## config.mk

```make
export PLATFORM = sky130hd
export DESIGN_NAME = audio_note_sequencer
export DESIGN_NICKNAME = d
export VERILOG_FILES = /design/src/rtl/audio_note_sequencer.sv
export SDC_FILE = /design/constraint.sdc
export NUM_CORES = 1
export LEC_CHECK = 0
export ABC_CLOCK_PERIOD_IN_PS = 10020
export BUFFER_PORTS_ARGS = -buffer_cell sky130_fd_sc_hd__buf_2
export CAP_MARGIN = 25
export CORE_MARGIN = 2
export CORE_UTILIZATION = 40
export CTS_CLUSTER_SIZE = 24
export DETAILED_ROUTE_END_ITERATION = 10
export PLACE_DENSITY = 0.56
export RECOVER_POWER = 100
export SKIP_CTS_REPAIR_TIMING = 1
export SLEW_MARGIN = 10
export SYNTH_ARGS = -nofsm -noshare
export SYNTH_HDL_FRONTEND = slang
export SYNTH_SLANG_ARGS = --single-unit
export TNS_END_PERCENT = 30
```

## constraint.sdc

```tcl
create_clock -name Clk -period 10.02 [get_ports Clk]
set_input_delay 1.002 -clock Clk [delete_from_list [all_inputs] [get_ports Clk]]
set_output_delay 1.002 -clock Clk [all_outputs]
set_load 0.01 [all_outputs]
```

## src/rtl/audio_note_sequencer.sv

```systemverilog
// Note sequencer: queues 32-bit note words and plays each one as a tone
// followed by a silent gap, feeding the audio controller buzzer datapath.
module audio_note_sequencer #(
    parameter int unsigned CLK_HZ     = 100_000_000,
    parameter int unsigned TICK_HZ    = 1000,
    parameter int unsigned FIFO_DEPTH = 8,
    parameter int unsigned GAP_TICKS  = 10
) (
    input  logic                              Clk,
    input  logic                              Reset,
    input  logic [31:0]                       Note_Data,
    input  logic                              Note_Valid,
    output logic                              Note_Ready,
    input  logic                              Run,
    input  logic                              Abort,
    output logic [31:0]                       Audio_Display,
    output logic                              Audio_Enable,
    output logic                              Busy,
    output logic                              Done,
    output logic [$clog2(FIFO_DEPTH+1)-1:0]   Fifo_Count
);

    localparam int unsigned TICK_DIV = CLK_HZ / TICK_HZ;
    localparam int AW = (FIFO_DEPTH > 1) ? $clog2(FIFO_DEPTH) : 1;
    localparam int NW = $clog2(FIFO_DEPTH + 1);
    localparam longint unsigned PLAYMAX = 64'd65535 * 64'(TICK_DIV);
    localparam longint unsigned GAPCYC  = 64'(GAP_TICKS) * 64'(TICK_DIV);
    localparam longint unsigned TOPC = (PLAYMAX > GAPCYC) ? PLAYMAX : GAPCYC;
    localparam int CW = $clog2(TOPC + 1);
    localparam logic [CW-1:0] GAP_LAST = (GAPCYC == 0) ? '0 : CW'(GAPCYC - 1);

    typedef enum logic [1:0] {IDLE, LOAD, PLAY, GAP} state_t;

    state_t          state_q, state_d;
    logic [31:0]     mem_q [FIFO_DEPTH];
    logic [AW-1:0]   wr_q, wr_d, rd_q, rd_d;
    logic [NW-1:0]   cnt_q, cnt_d;
    logic [CW-1:0]   cyc_q, cyc_d;
    logic [15:0]     tone_q, tone_d;
    logic [31:0]     disp_q, disp_d;
    logic            en_q, en_d;
    logic            busy_q, busy_d;
    logic            done_q, done_d;
    logic            rdy_q, rdy_d;
    logic            full, push, pop;
    logic [31:0]     head;
    logic [CW-1:0]   play_last;

    assign full      = (cnt_q == NW'(FIFO_DEPTH));
    assign push      = Note_Valid & ~full & ~Abort;
    assign pop       = (state_q == LOAD) & ~Abort;
    assign head      = mem_q[rd_q];
    assign play_last = CW'(head[31:16]) * CW'(TICK_DIV) - CW'(1);

    always_comb begin
        state_d = state_q;
        cyc_d   = cyc_q;
        tone_d  = tone_q;
        wr_d    = push ? wr_q + AW'(1) : wr_q;
        rd_d    = pop  ? rd_q + AW'(1) : rd_q;
        cnt_d   = cnt_q + NW'(push) - NW'(pop);
        done_d  = 1'b0;
        unique case (state_q)
            IDLE: begin
                if (Run && cnt_q != '0) state_d = LOAD;
            end
            LOAD: begin
                tone_d = head[15:0];
                if (head[31:16] == 16'd0) begin
                    state_d = IDLE;
                    cyc_d   = '0;
                end else begin
                    state_d = PLAY;
                    cyc_d   = play_last;
                end
            end
            PLAY: begin
                if (cyc_q != '0) begin
                    cyc_d = cyc_q - CW'(1);
                end else if (GAP_TICKS != 0) begin
                    state_d = GAP;
                    cyc_d   = GAP_LAST;
                end else begin
                    state_d = IDLE;
                end
            end
            GAP: begin
                if (cyc_q != '0) cyc_d = cyc_q - CW'(1);
                else state_d = IDLE;
            end
            default: state_d = IDLE;
        endcase
        if (state_d == IDLE && state_q != IDLE && cnt_d == '0) done_d = 1'b1;
        // Abort overrides everything, including a push in the same cycle
        if (Abort) begin
            state_d = IDLE;
            cyc_d   = '0;
            tone_d  = '0;
            wr_d    = '0;
            rd_d    = '0;
            cnt_d   = '0;
            done_d  = 1'b0;
        end
        disp_d = (state_d == PLAY) ? {16'b0, tone_d} : 32'd0;
        en_d   = (state_d == PLAY) && (tone_d != 16'd0);
        busy_d = (state_d != IDLE);
        rdy_d  = (cnt_d != NW'(FIFO_DEPTH));
    end

    always_ff @(posedge Clk) begin
        if (push) mem_q[wr_q] <= Note_Data;
    end

    always_ff @(posedge Clk or negedge Reset) begin
        if (!Reset) begin
            state_q <= IDLE;
            wr_q    <= '0;
            rd_q    <= '0;
            cnt_q   <= '0;
            cyc_q   <= '0;
            tone_q  <= '0;
            disp_q  <= '0;
            en_q    <= 1'b0;
            busy_q  <= 1'b0;
            done_q  <= 1'b0;
            rdy_q   <= 1'b1;
        end else begin
            state_q <= state_d;
            wr_q    <= wr_d;
            rd_q    <= rd_d;
            cnt_q   <= cnt_d;
            cyc_q   <= cyc_d;
            tone_q  <= tone_d;
            disp_q  <= disp_d;
            en_q    <= en_d;
            busy_q  <= busy_d;
            done_q  <= done_d;
            rdy_q   <= rdy_d;
        end
    end

    assign Audio_Display = disp_q;
    assign Audio_Enable  = en_q;
    assign Busy          = busy_q;
    assign Done          = done_q;
    assign Note_Ready    = rdy_q;
    assign Fifo_Count    = cnt_q;

endmodule
```

## Yosys cells after proc, flatten, opt, wreduce, memory -nomap -nowiden

Memories as Yosys holds them, arrays and structs flattened.
Cells that the tools add are included.

- Register bits after elaboration: 81
- Bits in latches: 0
- Bits in writable memories: 256
- ROM bits: 0
- Input bits: 37
- Output and inout port bits: 40
- Word-level logic and storage cells: 71
- Memories kept: 1

- Add/subtract/negate cells: 6
- $mul: 1
- Div/mod/pow operators: 0
- Order comparisons: 0
- Equal/unequal tests: 7
- Shift operators: 0
- Multiplexer cells: 23
- Bitwise operators: 5
- Reduce and logical (&&, ||, !) cells: 17

Memories:

| name | words | width | rd ports | clocked after memory_dff | write ports | line | RTL |
|---|---|---|---|---|---|---|---|
| mem_q | 8 | 32 | 1 | 0 | 1 | 35 | `logic [31:0] mem_q [FIFO_DEPTH];` |

Operator list:

| cell | count |
|---|---|
| two-way mux 33 bit | 4 |
| one-hot mux 33 bit (3 select lines) | 1 |
| subtractor 33 x 1 -> 33 bit, second input constant | 2 |
| two-way mux 16 bit | 3 |
| nonzero test 33 bit | 1 |
| multiplier 16 x 12 -> 28 bit, second input constant | 1 |
| logical NOT 16 bit | 1 |
| nonzero test 16 bit | 1 |
| two-way mux 3 bit | 4 |
| two-way mux 2 bit | 5 |
| one-hot mux 2 bit (4 select lines) | 1 |
| nonzero test 2 bit | 4 |
| nonzero test 4 bit | 2 |
| adder 3 x 1 -> 3 bit, second input constant | 2 |
| equality test 2 bit, second input constant | 3 |
| adder 4 x 1 -> 4 bit | 1 |
| equality test 4 bit, second input constant | 1 |
| logical AND 1 bit | 4 |
| logical NOT 2 bit | 2 |
| logical NOT 4 bit | 1 |
| two-way mux 1 bit | 4 |
| two-way mux 4 bit | 1 |
| != test 4 bit, second input constant | 1 |
| subtractor 4 x 1 -> 4 bit | 1 |
| 5 further kinds | 8 |

## Logic depth before layout (Yosys ltp)

- Depth in word-level cells: 10
- Mapped depth: 29

## Worst setup path before layout

Ideal clock, no wire load.

- Path kind: register to register
- Start: register rd_q[0]
- End: register cyc_q[31]
- Setup time: 120 ps
- Data arrival time: 7069 ps
- Data required time: 9900 ps
- Path slack: 2831 ps
- Stages on the path, launching flop included: 28
- Path buffers: 6
- Path through: dfrtp_1 buf_2 buf_2 buf_2 buf_2 buf_2 mux4_2 nand2_1 and2_1 inv_1 ha_1 ha_1 fa_1 fa_1 inv_1 fa_1 inv_1 ha_1 clkbuf_1 nand2_1 o211a_1 or3b_2 nand3_1 xor2_1 nor4b_4 nand4_1 xor2_1 a31o_1

- Word-level cells in the longest chain between the ends: 6

RTL lines:

| element | line | RTL |
|---|---|---|
| start: declaration | 36 | `logic [AW-1:0] wr_q, wr_d, rd_q, rd_d;` |
| start signal: assignment | 130 | `rd_q <= rd_d;` |
| memory read (8 x 32 bit) (*) | -- |  |
| multiplier 16 x 12 -> 28 bit | 53 | `assign play_last = CW'(head[31:16]) * CW'(TICK_DIV) - CW'(1);` |
| subtractor 33 x 1 -> 33 bit | 53 |  |
| two-way mux 33 bit (*) | 69 | `if (head[31:16] == 16'd0) begin` |
| one-hot mux 33 bit (3 select lines) (*) | 63 | `unique case (state_q)` |
| two-way mux 33 bit (*) | 95 | `if (Abort) begin` |
| end signal: assignment | 132 | `cyc_q <= cyc_d;` |
| end: declaration | 38 | `logic [CW-1:0] cyc_q, cyc_d;` |

Every way passes the cells marked *; elsewhere a longest branch is shown, timed or not.
A chain may end at the register's enable or synchronous reset.

## Worst setup path in the final report

- Start: register rd_q[1]
- End: register cyc_q[32]

The elaborated chain is that of the path after synthesis.

==> flow_metrics.env <==
export IMPL_ys_ff_latch=337
export IMPL_end_kind="register"
export IMPL_die_area_um2=47300
export IMPL_post_route_drc_count=0
export IMPL_drive_gt1_frac=0.105
export IMPL_critPathRequiredTime_ns=10.53
export IMPL_synth_xor_area_frac=0.0274
export IMPL_period_share=0.774
export IMPL_dieWidth_um=217
export IMPL_worst_setup_path_type="reg2reg"
export IMPL_path_clk_slew_ns=0.06
export IMPL_drtIter0Drc=796
export IMPL_rows=78
export IMPL_portBuffers=60
export IMPL_initial_utilization=0.403
export IMPL_cts_root_buf="clkbuf_16"
export IMPL_grt_max_degree=62
export IMPL_cts_made_buffers=37
export IMPL_slew_violations=370
export IMPL_drtPass1Iterations=7
export IMPL_fp_coreArea_um2=45200
export IMPL_fillerInstances=4136
export IMPL_synth_top_area_frac=0.422
export IMPL_via_per_inst=5.33
export IMPL_dpl_hpwl_um=26700
export IMPL_yosysSeqAreaShare=0.533
export IMPL_antenna_left=0
export IMPL_ctsHtreeMaxLevel=2
export IMPL_routabilityCongestion=0.806
export IMPL_synth_compound_area_frac=0.0758
export IMPL_fin_worst_skew_ns=0.0417
export IMPL_die_height_um=217
export IMPL_pin_count=77
export IMPL_wl_per_cell_um=19.5
export IMPL_worst_slack_ns=2.26
export IMPL_setup_viol=0
export IMPL_wl_met3_um=1640
export IMPL_wl_um=41000
export IMPL_hp_class="reg2reg"
export IMPL_syn_area_um2=18200
export IMPL_max_slew_margin=-1.43
export IMPL_yosys_cell_types_count=84
export IMPL_crit_fanout=36
export IMPL_outcome="finished, violations left"
export IMPL_grt_pass1_vias=11300
export IMPL_tightest_slew_ns=3.64
export IMPL_grt_overflow_total=0
export IMPL_clock_sinks=337
export IMPL_grt_total_usage=0.179
export IMPL_antenna_found_initial=4
export IMPL_synth_area_top_cells="edfxtp_1 (42%), dfrtp_1 (11%), ha_1 (8.7%)"
export IMPL_synth_edff_count=256
export IMPL_async_reset_ff_frac=0.240
export IMPL_grt_first_pass_wirelength_um=65100
export IMPL_max_freq_mhz=129
export IMPL_hold_viol=0
export IMPL_arrival_ns=8.27
export IMPL_synth_cells=1407
export IMPL_met2_length_um=20400
export IMPL_wl_met1_um=18300
export IMPL_yosysWarnings=0
export IMPL_routed_via_count=11200
export IMPL_rsz0062_at_grt="no"
export IMPL_synth_adder_area_share=0.128
export IMPL_violations="max-capacitance violations, max-slew violations"
export IMPL_synthSimpleGateAreaFrac=0.109
export IMPL_startpoint_type="register"
export IMPL_max_cap_viol_count=10
export IMPL_dp_slack_ns=2.84
export IMPL_clock_latency_ns=0.57
export IMPL_min_period_ns=7.76
export IMPL_muxShareOfSynthArea=0.0827
export IMPL_synth_top_family_by_area="adder cells"
export IMPL_area_delta_synth_final_pct=11.2
export IMPL_synthFlopType="edfxtp_1"
export IMPL_synth_avg_cell_area_um2=12.9
export IMPL_nets=1673
export IMPL_clockBufferDepth=3
export IMPL_tns_ns=0
export IMPL_top_layer="met5"
export IMPL_cts_tree="done"
export IMPL_synth_top_area_cell="edfxtp_1"
[state kept, by name, summed over array words and instances, names as in the netlist]
signal / flops
mem_q: 256
cyc_q: 33
Audio_Display: 16
tone_q: 16
Fifo_Count: 4
rd_q: 3
wr_q: 3
state_q: 2
Audio_Enable: 1
Busy: 1
Done: 1
Note_Ready: 1
[critical path, cell delays in order, from the launching register on]
cell and delay [ns]:
dfrtp_1 1.30, buf_4 0.66, mux4_2 0.40, nand2_1 0.07, and2_0 0.18, inv_1 0.14, ha_1 0.38, xor2_1 0.29
xnor2_1 0.16, ha_1 0.27, fa_1 0.53, inv_1 0.05, fa_1 0.52, inv_1 0.04, ha_1 0.39, and4_1 0.34
nand3_1 0.10, a21oi_1 0.30, o21ai_0 0.17, a21oi_1 0.31, nor4b_4 0.43, nand4_1 0.21, nor4bb_1 0.32, a211o_1 0.13
[kinds of logic after synthesis]
group                    Yosys count
buffers and inverters            189
AND/OR/NAND/NOR                  381
flip-flops                       337
AO/OA/AOI/OAI                    205
adder cells (fa/ha/maj)          164
multiplexers                      73
XOR/XNOR                          57
other                              1
[path summary, 6_finish.rpt]
check / startpoint / to / slack [ns] / cells after the start
hold / removal: cyc_q[27]$_DFFE_PN0P_ / cyc_q[27]$_DFFE_PN0P_ / 0.51 / 2
min in group asynchronous: Reset / cyc_q[32]$_DFFE_PN0P_ / 0.65 / 1
hold reg to reg: cyc_q[27]$_DFFE_PN0P_ / cyc_q[27]$_DFFE_PN0P_ / 0.51 / 2
setup / recovery: rd_q[1]$_DFFE_PN0P_ / cyc_q[32]$_DFFE_PN0P_ / 2.26 / 23
setup reg to reg: rd_q[1]$_DFFE_PN0P_ / cyc_q[32]$_DFFE_PN0P_ / 2.26 / 23
max in group asynchronous: Reset / rd_q[0]$_DFFE_PN0P_ / 4.83 / 2
[cell usage after synthesis (23+ instances only)]
master and number:
xor2_1 25, nor2_1 80, xnor2_1 32, o21ai_0 51, inv_1 119, clkbuf_1 33
dfrtp_1 80, nand2_1 121, a21oi_1 43, edfxtp_1 256, and2_1 37, fa_1 37
ha_1 127, mux4_2 62, nor3_1 23
[cells in the final DEF, fill, tap and decap left out, types with 10 or more instances in the layout]
cell       instances
and3_1            10
nor2b_1           10
clkbuf_1          75
xnor2_1           32
inv_1            120
o21ai_0           51
a311oi_1          17
and2_0            13
clkbuf_16         37
ha_1             127
conb_1            16
nor4_1            15
or3_1             12
dfrtp_1           79
mux4_2            62
nand2_1          121
edfxtp_1         256
fa_1              37
nor3_1            26
nor2_1            75
nand3_1           18
a21o_1            14
xor2_1            25
a21oi_1           45
and2_1            24
mux2i_1           11
[per-layer routing]
metal | vias to the layer above | global-route usage
met5 | - | 0
met4 | 4 | 0.0447
met3 | 52 | 0.0287
met2 | 204 | 0.309
met1 | 5680 | 0.237
li1 | 5267 | -
[cell type report]
cell class	count	area, um^2	share of cell area
Clock buffer	44	962	0.0475
Timing Repair Buffer	79	327	0.0161
Tap cell	600	751	0.0370
Sequential cell	337	9720	0.480
Inverter	121	454	0.0224
Multi-Input combinational cell	896	7770	0.383
Antenna cell	2	5.00	0.000247
Clock inverter	23	280	0.0138
[per-stage QoR]
stage,area [um^2],util,hold WS (ns),instances
floorplan,18300,-,0.453,1422
global placement,19200,0.425,0.483,2033
detailed placement,19200,0.425,0.483,2033
CTS,20400,0.452,0.297,2100
global route,20300,0.448,0.513,2101
finish,20300,0.448,0.509,2102
Power is not shown: default switching activity piles up to over one toggle a cycle in this logic, so the estimate is an artifact.
